$ cat src/rtl/ieee_minmax_tracker.sv
// ieee_minmax_tracker
//   Streaming stage that tracks the running IEEE 754 minimum and maximum of a
//   frame of samples and presents the frame result on a held output handshake.
//
//   Ports:
//     clk, rst_n           rising-edge clock, asynchronous active-low reset
//     in_valid/in_ready    input sample handshake
//     in_data, in_last     sample and end-of-frame marker
//     out_valid/out_ready  frame result handshake (held until accepted)
//     out_min, out_max     smallest / largest non-NaN sample (canonical qNaN if none)
//     out_min_idx/max_idx  0-based frame index of out_min / out_max
//     out_count            accepted samples in frame (saturating)
//     out_nan_seen         at least one NaN sample in the frame
//     out_all_nan          no non-NaN sample in the frame
//     out_overflow         frame ran past the saturating count
module ieee_minmax_tracker #(
    parameter int WIDTH      = 32,
    parameter int EXP_WIDTH  = 8,
    parameter int MANT_WIDTH = 23,
    parameter int IDX_WIDTH  = 16
) (
    input  logic                 clk,
    input  logic                 rst_n,
    input  logic                 in_valid,
    output logic                 in_ready,
    input  logic [WIDTH-1:0]     in_data,
    input  logic                 in_last,
    output logic                 out_valid,
    input  logic                 out_ready,
    output logic [WIDTH-1:0]     out_min,
    output logic [WIDTH-1:0]     out_max,
    output logic [IDX_WIDTH-1:0] out_min_idx,
    output logic [IDX_WIDTH-1:0] out_max_idx,
    output logic [IDX_WIDTH-1:0] out_count,
    output logic                 out_nan_seen,
    output logic                 out_all_nan,
    output logic                 out_overflow
);

    typedef enum logic [1:0] {IDLE, ACCUM, HOLD} state_t;

    localparam logic [WIDTH-1:0] QNAN =
        {1'b0, {EXP_WIDTH{1'b1}}, 1'b1, {(MANT_WIDTH-1){1'b0}}};

    function automatic logic is_nan(input logic [WIDTH-1:0] v);
        return (&v[MANT_WIDTH +: EXP_WIDTH]) && (|v[MANT_WIDTH-1:0]);
    endfunction

    // Strict IEEE "a < b" for non-NaN operands; +0 and -0 are equal.
    function automatic logic f_less(input logic [WIDTH-1:0] a,
                                    input logic [WIDTH-1:0] b);
        logic [WIDTH-2:0] mag_a;
        logic [WIDTH-2:0] mag_b;
        mag_a = a[WIDTH-2:0];
        mag_b = b[WIDTH-2:0];
        if (mag_a == '0 && mag_b == '0) return 1'b0;
        if (a[WIDTH-1] != b[WIDTH-1])   return a[WIDTH-1];
        if (!a[WIDTH-1])                return mag_a < mag_b;
        return mag_a > mag_b;
    endfunction

    // Frame accumulators
    state_t                state_q,     state_d;
    logic [WIDTH-1:0]      min_q,       min_d;
    logic [WIDTH-1:0]      max_q,       max_d;
    logic [IDX_WIDTH-1:0]  min_idx_q,   min_idx_d;
    logic [IDX_WIDTH-1:0]  max_idx_q,   max_idx_d;
    logic [IDX_WIDTH-1:0]  count_q,     count_d;
    logic                  have_val_q,  have_val_d;
    logic                  nan_seen_q,  nan_seen_d;
    logic                  overflow_q,  overflow_d;

    // Registered outputs
    logic                  in_ready_q,  in_ready_d;
    logic                  out_valid_q, out_valid_d;
    logic [WIDTH-1:0]      o_min_q,     o_min_d;
    logic [WIDTH-1:0]      o_max_q,     o_max_d;
    logic [IDX_WIDTH-1:0]  o_min_idx_q, o_min_idx_d;
    logic [IDX_WIDTH-1:0]  o_max_idx_q, o_max_idx_d;
    logic [IDX_WIDTH-1:0]  o_count_q,   o_count_d;
    logic                  o_nan_q,     o_nan_d;
    logic                  o_all_nan_q, o_all_nan_d;
    logic                  o_ovf_q,     o_ovf_d;

    // Tracker values after folding in the current sample
    logic                  take;
    logic                  sat;
    logic [IDX_WIDTH-1:0]  idx;
    logic [WIDTH-1:0]      t_min, t_max;
    logic [IDX_WIDTH-1:0]  t_min_idx, t_max_idx, t_count;
    logic                  t_have, t_nan, t_ovf;

    always_comb begin
        take = in_valid && in_ready_q && (state_q != HOLD);
        // Index tracks the pre-increment count; both stop at all-ones.
        sat  = (count_q == '1);
        idx  = count_q;

        t_min     = min_q;
        t_max     = max_q;
        t_min_idx = min_idx_q;
        t_max_idx = max_idx_q;
        t_have    = have_val_q;
        t_nan     = nan_seen_q;
        t_count   = sat ? count_q : count_q + 1'b1;
        t_ovf     = overflow_q | sat;

        if (is_nan(in_data)) begin
            t_nan = 1'b1;
        end else if (!have_val_q) begin
            t_min     = in_data;
            t_max     = in_data;
            t_min_idx = idx;
            t_max_idx = idx;
            t_have    = 1'b1;
        end else begin
            if (f_less(in_data, min_q)) begin
                t_min     = in_data;
                t_min_idx = idx;
            end
            if (f_less(max_q, in_data)) begin
                t_max     = in_data;
                t_max_idx = idx;
            end
        end

        state_d     = state_q;
        min_d       = min_q;
        max_d       = max_q;
        min_idx_d   = min_idx_q;
        max_idx_d   = max_idx_q;
        count_d     = count_q;
        have_val_d  = have_val_q;
        nan_seen_d  = nan_seen_q;
        overflow_d  = overflow_q;
        in_ready_d  = in_ready_q;
        out_valid_d = out_valid_q;
        o_min_d     = o_min_q;
        o_max_d     = o_max_q;
        o_min_idx_d = o_min_idx_q;
        o_max_idx_d = o_max_idx_q;
        o_count_d   = o_count_q;
        o_nan_d     = o_nan_q;
        o_all_nan_d = o_all_nan_q;
        o_ovf_d     = o_ovf_q;

        case (state_q)
            IDLE, ACCUM: begin
                if (take) begin
                    if (in_last) begin
                        // Result is captured into the output registers, so the
                        // accumulators clear now and IDLE starts clean.
                        o_min_d     = t_have ? t_min : QNAN;
                        o_max_d     = t_have ? t_max : QNAN;
                        o_min_idx_d = t_have ? t_min_idx : '0;
                        o_max_idx_d = t_have ? t_max_idx : '0;
                        o_count_d   = t_count;
                        o_nan_d     = t_nan;
                        o_all_nan_d = !t_have;
                        o_ovf_d     = t_ovf;
                        out_valid_d = 1'b1;
                        in_ready_d  = 1'b0;
                        min_d       = '0;
                        max_d       = '0;
                        min_idx_d   = '0;
                        max_idx_d   = '0;
                        count_d     = '0;
                        have_val_d  = 1'b0;
                        nan_seen_d  = 1'b0;
                        overflow_d  = 1'b0;
                        state_d     = HOLD;
                    end else begin
                        min_d      = t_min;
                        max_d      = t_max;
                        min_idx_d  = t_min_idx;
                        max_idx_d  = t_max_idx;
                        count_d    = t_count;
                        have_val_d = t_have;
                        nan_seen_d = t_nan;
                        overflow_d = t_ovf;
                        state_d    = ACCUM;
                    end
                end
            end
            HOLD: begin
                if (out_valid_q && out_ready) begin
                    out_valid_d = 1'b0;
                    in_ready_d  = 1'b1;
                    o_min_d     = '0;
                    o_max_d     = '0;
                    o_min_idx_d = '0;
                    o_max_idx_d = '0;
                    o_count_d   = '0;
                    o_nan_d     = 1'b0;
                    o_all_nan_d = 1'b0;
                    o_ovf_d     = 1'b0;
                    state_d     = IDLE;
                end
            end
            default: state_d = IDLE;
        endcase
    end

    always_ff @(posedge clk or negedge rst_n) begin
        if (!rst_n) begin
            state_q     <= IDLE;
            min_q       <= '0;
            max_q       <= '0;
            min_idx_q   <= '0;
            max_idx_q   <= '0;
            count_q     <= '0;
            have_val_q  <= 1'b0;
            nan_seen_q  <= 1'b0;
            overflow_q  <= 1'b0;
            in_ready_q  <= 1'b1;
            out_valid_q <= 1'b0;
            o_min_q     <= '0;
            o_max_q     <= '0;
            o_min_idx_q <= '0;
            o_max_idx_q <= '0;
            o_count_q   <= '0;
            o_nan_q     <= 1'b0;
            o_all_nan_q <= 1'b0;
            o_ovf_q     <= 1'b0;
        end else begin
            state_q     <= state_d;
            min_q       <= min_d;
            max_q       <= max_d;
            min_idx_q   <= min_idx_d;
            max_idx_q   <= max_idx_d;
            count_q     <= count_d;
            have_val_q  <= have_val_d;
            nan_seen_q  <= nan_seen_d;
            overflow_q  <= overflow_d;
            in_ready_q  <= in_ready_d;
            out_valid_q <= out_valid_d;
            o_min_q     <= o_min_d;
            o_max_q     <= o_max_d;
            o_min_idx_q <= o_min_idx_d;
            o_max_idx_q <= o_max_idx_d;
            o_count_q   <= o_count_d;
            o_nan_q     <= o_nan_d;
            o_all_nan_q <= o_all_nan_d;
            o_ovf_q     <= o_ovf_d;
        end
    end

    assign in_ready     = in_ready_q;
    assign out_valid    = out_valid_q;
    assign out_min      = o_min_q;
    assign out_max      = o_max_q;
    assign out_min_idx  = o_min_idx_q;
    assign out_max_idx  = o_max_idx_q;
    assign out_count    = o_count_q;
    assign out_nan_seen = o_nan_q;
    assign out_all_nan  = o_all_nan_q;
    assign out_overflow = o_ovf_q;

endmodule

$ cat config.mk
export PLATFORM = sky130hd
export DESIGN_NAME = ieee_minmax_tracker
export DESIGN_NICKNAME = d
export VERILOG_FILES = /design/src/rtl/ieee_minmax_tracker.sv
export SDC_FILE = /design/constraint.sdc
export NUM_CORES = 1
export LEC_CHECK = 0
export ABC_CLOCK_PERIOD_IN_PS = 3800
export CAP_MARGIN = 10
export CELL_PAD_IN_SITES_DETAIL_PLACEMENT = 1
export CELL_PAD_IN_SITES_GLOBAL_PLACEMENT = 1
export CORE_ASPECT_RATIO = 1.5
export CORE_UTILIZATION = 50
export CTS_BUF_LIST = sky130_fd_sc_hd__clkbuf_16
export CTS_CLUSTER_DIAMETER = 30
export DETAILED_ROUTE_END_ITERATION = 8
export DONT_BUFFER_PORTS = 1
export GPL_ROUTABILITY_DRIVEN = 0
export PLACE_DENSITY_LB_ADDON = 0.08
export SYNTH_ARGS = -nofsm -noshare
export SYNTH_HDL_FRONTEND = slang
export SYNTH_SLANG_ARGS = --single-unit
$ cat constraint.sdc
create_clock -name clk -period 3.8 [get_ports clk]
set_clock_uncertainty 0.15 [all_clocks]
set_input_delay 0.38 -clock clk [delete_from_list [all_inputs] [get_ports clk]]
set_output_delay 0.38 -clock clk [all_outputs]
set_load 0.1 [all_outputs]
### After elaboration in Yosys (flattened, before gate mapping)

Index checks and enable logic that the tools add are counted.

* flip-flop bits (word level): 234
* bits in latches: 0
* memory bits (writable): 0
* bits in read-only memories: 0
* output and inout port bits: 117
* word-level logic and storage cells: 157
* memories: 0

* $add $sub $neg: 1
* multipliers: 0
* div/mod/pow operators: 0
* order comparisons: 4
* equal/unequal tests: 9
* shift-type cells: 0
* multiplexer cells: 105
* bitwise operators: 1
* reductions and logical operators: 18

Operator list (number)
* $mux W32: 15
* $mux W16: 19
* $pmux W32 S2: 2
* $pmux W16 S2: 3
* $logic_not A31 Y1: 3
* $gt A31 B31 Y1: 2
* $lt A31 B31 Y1: 2
* $mux W1: 57
* $reduce_or A23 Y1: 1
* $add A16 B1 Y16 const B: 1
* $eq A16 B16 Y1 const B: 1
* $pmux W1 S2: 5
* $ne A2 B2 Y1 const B: 4
* $reduce_and A8 Y1: 1
* $logic_and A1 B1 Y1: 6
* $mux W2: 3
* $pmux W2 S2: 1
* $reduce_and A2 Y1: 2
* $reduce_and A4 Y1: 1
* $eq A2 B1 Y1 const B: 1
* $eq A2 B2 Y1 const B: 1
* $logic_not A2 Y1: 1
* $ne A1 B1 Y1: 2
* $reduce_bool A2 Y1: 1
* 3 further kinds: 3

### Longest topological paths before layout

* depth in word-level cells: 24
* gate-level depth with buffers: 12
* mapped depth without buffers: 10

### Worst setup path before layout

OpenSTA, ideal clock, no wires.

* path type: register -> register
* from: reg min_q[18]
* to: reg o_min_idx_q[9], in the netlist out_min_idx[9]
* setup time: 131 ps
* data arrival time: 2845 ps
* required time: 3519 ps
* setup slack: 674 ps
* cell stages (with the launch flop): 13
* buffers on the path: 2
* clock period less this slack: 3126 ps
* path through: dfrtp_1 inv_1 ha_1 a21oi_1 o21ai_1 a221o_1 a2111o_1 or4b_1 o211ai_2 buf_6 buf_6 mux2i_1 o21ai_1

* word-level cells in the longest chain between the ends: 15
* elaborated cells on any way between the ends: 20

RTL lines
* start, declared: line 64 `logic [WIDTH-1:0] min_q, min_d;`
* start signal, assigned: line 227 `min_q <= min_d;`
* parallel branches: the longest is 5 deep, another holds $lt A31 B31 Y1
* $mux W1 (*): line 57 `if (a[WIDTH-1] != b[WIDTH-1]) return a[WIDTH-1];`
* $mux W1 (*): line 110 `end else if (!have_val_q) begin`
* $mux W1 (*): line 108 `if (is_nan(in_data)) begin`
* $mux W16 (*): line 117 `if (f_less(in_data, min_q)) begin`
* $mux W16 (*): line 110
* $mux W16 (*): line 108
* $mux W16 (*): line 155 `o_min_idx_d = t_have ? t_min_idx : '0;`
* $mux W16 (*): line 150 `if (in_last) begin`
* $mux W16 (*): line 149 `if (take) begin`
* $pmux W16 S2 (*): line 147 `case (state_q)`
* end signal, assigned: line 239 `o_min_idx_q <= o_min_idx_d;`
* end, declared: line 78 `logic [IDX_WIDTH-1:0] o_min_idx_q, o_min_idx_d;`

Mark *: on every way between the ends. The select of a mux whose other input is x is not followed.
A chain may end at the register's enable or synchronous reset.

### Final worst setup path

* from: reg min_q[18]
* to: reg o_min_q[14], in the netlist out_min[14]

* word-level cells in the longest chain between the ends: 15
* elaborated cells on any way between the ends: 20

RTL lines
* parallel branches: the longest is 5 deep, another holds $lt A31 B31 Y1
* $mux W1 (*): line 57
* $mux W1 (*): line 110
* $mux W1 (*): line 108
* $mux W32 (*): line 117
* $mux W32 (*): line 110
* $mux W32 (*): line 108
* $mux W32 (*): line 153 `o_min_d = t_have ? t_min : QNAN;`
* $mux W32 (*): line 150
* $mux W32 (*): line 149
* $pmux W32 S2 (*): line 147
* end signal, assigned: line 237 `o_min_q <= o_min_d;`
* end, declared: line 76 `logic [WIDTH-1:0] o_min_q, o_min_d;`

Marks and branches as above.

==> impl_metrics.csv <==
group,metric,value,unit
run_status,status,"finished with violations",
run_status,violations,"negative hold slack",
floorplanning,dieHeight,189,um
finish,drive_above_1_share,8.63,%
place,place_ws,0.250,ns
sta,tns,0,ns
grt,grt_pass1_wl,58800,um
cts,cts.sinks,234,
floorplanning,num_rows,68,
finish,nFillCells,2450,
floorplanning,die_w,127,um
power,power_density,983,mW/mm^2
setup_path,path_depth,11,
routing,ant_nets,0,
setup_path,cp_slowest_stage_delay,0.56,ns
setup_path,critPathTopFamily,"compound AO/OA/AOI/OAI gates",
sta,post-route-period-util,94.9,%
finish,final_common_cell,"dfrtp_1",
synth,synth_ff_type,"dfrtp_1",
setup_path,crit_slowest_cell,"or4b_1",
setup_path,path_cells,"inv_1 > ha_1 > a21oi_1 > o21ai_1 > a221o_1 > a2111o_1 > or4b_1 > o211ai_4 > buf_4 > mux2i_1 > o21ai_0",
place,dp_hpwl,23200,um
cts,ctsResizeCount,0,
cts,cts_max_path_buffers,3,
place,numPortBuffers,0,
synth,synth-seq-cells,234,
synth,netlist_area,0.0117,sq mm
routing,drt_pass1_iterations,4,
cts,clkTransAtPathRegs,0.05,ns
setup_path,critPathLaunchType,"flip-flop",
floorplanning,initial_core_util,50.9,%
setup_path,required,4.01,ns
flow_run,drv_cap,0,
power,ir_drop,0.000524,V
synth,ys_seq_area_share,50.1,%
cts,cts_made_buffers,40,
cts,cts_setup_buffers,0,
synth,synth_cell_types,55,
synth,syn_inst,1137,
cts,cts_tree,"done",
sta,whs,-0.605,ns
routing,drcViolationCount,0,
routing,first_iter_violations,598,
cts,cts-root-buf,"clkbuf_16",
power,finalPower,13500,uW
setup_path,ff2ff_path_depth,11,
grt,grt_overflow,0,
setup_path,cp_max_fo,14,
grt,grt_use_total,32.0,%
hold_path,hold_class,"input port to async pin",
synth,synth.avg_cell_area,10.3,sq um
synth,synth_edf_count,0,
sta,slew_viol_final,0,
synth,synth_fp_nets,1237,
sta,setup_ws,0.194,ns
finish,n_antenna_cell,0,
synth,async_flop_share,100,%
routing,drt-wirelength-per-cell,25.1,um
finish,multi_input_comb_area,0.00524,sq mm
power,p_leak,0.00654,uW
sta,fmax,277,MHz
floorplanning,pin_count,154,
routing,vias,9338,
cts,clk_latency,0.55,ns
setup_path,end_kind,"flip-flop",
finish,postLayoutCoreUtil,60.0,%
sta,worst_slew_pin_slew,1.15,ns
grt,grt_max_degree,235,
sta,setup_viol,0,
grt,antenna_found_initial,0,
setup_path,crit_arrival,3.81,ns
grt,grt_pass1_vias,10100,
finish,mostFrequentLayoutCells,"dfrtp_1 (233), o21ai_0 (118), nand2_1 (116), a22o_1 (94), mux2i_1 (91)",
floorplanning,fp.coreArea,0.0230,sq mm
sta,max_slew_margin,23.3,%
routing,viasPerCell,6.34,
sta,grt_setup_unrepaired,"false",
finish,fin_nets,1262,
sta,period_minus_slack,3.61,ns
routing,finalWirelength,37000,um
floorplanning,die_area,0.0240,sq mm
sta,hold_viol,234,
finish,regArea,0.00586,sq mm
synth,ys_warn_count,0,
cts,cts_max_level,2,
setup_path,path_class,"flip-flop to flip-flop",
finish,area_growth,17.9,%
setup_path,critPathBufInv,2,
cts,hold_buffers,36,
==> metrics by stage <==
step                cell area (sq um)  instances
floorplan                       11700       1137
global placement                11900       1364
detailed placement              11900       1364
CTS                             13800       1473
global route                    13800       1473
finish                          13800       1473
==> cell usage after synthesis (21+ instances only) <==
| cell type | number | share of area, % |
|---|---|---|
| dfrtp_1 | 233 | 50 |
| o21ai_0 | 118 | 5.1 |
| nand2_1 | 116 | 3.7 |
| a22o_1 | 94 | 7.0 |
| mux2i_1 | 91 | 7.8 |
| inv_1 | 67 | 2.2 |
| ha_1 | 63 | 6.7 |
| clkbuf_1 | 57 | 1.8 |
| a21oi_1 | 54 | 2.3 |
| nand3_1 | 38 | 1.6 |
| nor4_1 | 24 | 1.3 |
| nor2_1 | 22 | 0.71 |
| nand4_1 | 21 | 1.1 |
==> sequential cells by signal, summed over array words and instances, names as in the netlist <==
name          count
in_ready          1
out_min_idx      16
min_idx_q        16
min_q            32
nan_seen_q        1
max_idx_q        16
count_q          16
overflow_q        1
out_all_nan       1
out_max_idx      16
out_overflow      1
out_max          32
state_q           2
out_valid         1
max_q            32
out_nan_seen      1
out_count        16
have_val_q        1
out_min          32
==> per-layer routing <==
metal	track usage (%)	routed length, um	up-vias
met1	35.9	14000	4791
li1	-	-	4191
met2	58.3	19800	249
met3	5.57	1510	107
met5	0	0	-
met4	15.6	1720	0
==> power by group <==
group / internal [uW] / total (uW) / switching [uW]
sequential: 3130 / 6640 / 3510
combinational: 1260 / 2920 / 1670
clock: 2680 / 3970 / 1300
==> area by class of cell <==
class | count | share of cell area [%]
Sequential cell | 234 | 42.5
Inverter | 67 | 1.83
Clock inverter | 33 | 3.42
Timing Repair Buffer | 66 | 4.34
Multi-Input combinational cell | 753 | 38.1
Tap cell | 280 | 2.54
Clock buffer | 40 | 7.27
==> path summary, 6_finish.rpt <==
check	start	to	slack [ns]
max in group asynchronous	rst_n	in_ready	3.70
min in group clk	in_last	count_q[4]	0.02
hold / removal	rst_n	out_max[17]	-0.61
setup / recovery	min_q[18]	out_min[14]	0.19
setup reg to reg	min_q[18]	out_min[14]	0.19
hold reg to reg	max_idx_q[11]	max_idx_q[11]	0.35
==> logic make-up (layout without fill, tap and decap cells) <==
| family | Yosys count | in the layout | synth area share, % |
|---|---|---|---|
| flip-flops | 234 | 234 | 50.1 |
| buffers and inverters | 150 | 206 | 5.40 |
| AO/OA/AOI/OAI | 327 | 327 | 18.3 |
| XOR/XNOR | 12 | 12 | 0.899 |
| multiplexers | 92 | 92 | 7.89 |
| AND/OR/NAND/NOR | 259 | 259 | 10.6 |
| adder cells (fa/ha/maj) | 63 | 63 | 6.75 |
==> worst reg2reg max path, delay by kind of cell, from the launching register on <==
family / cells / cell delay, ns
compound gates: 6 / 1.35
buf+inv: 2 / 0.43
mux: 1 / 0.27
simple gates: 1 / 0.56
fa+ha+maj: 1 / 0.30
flops: 1 / 0.38
No activity file was read; power rests on OpenSTA's default activity.
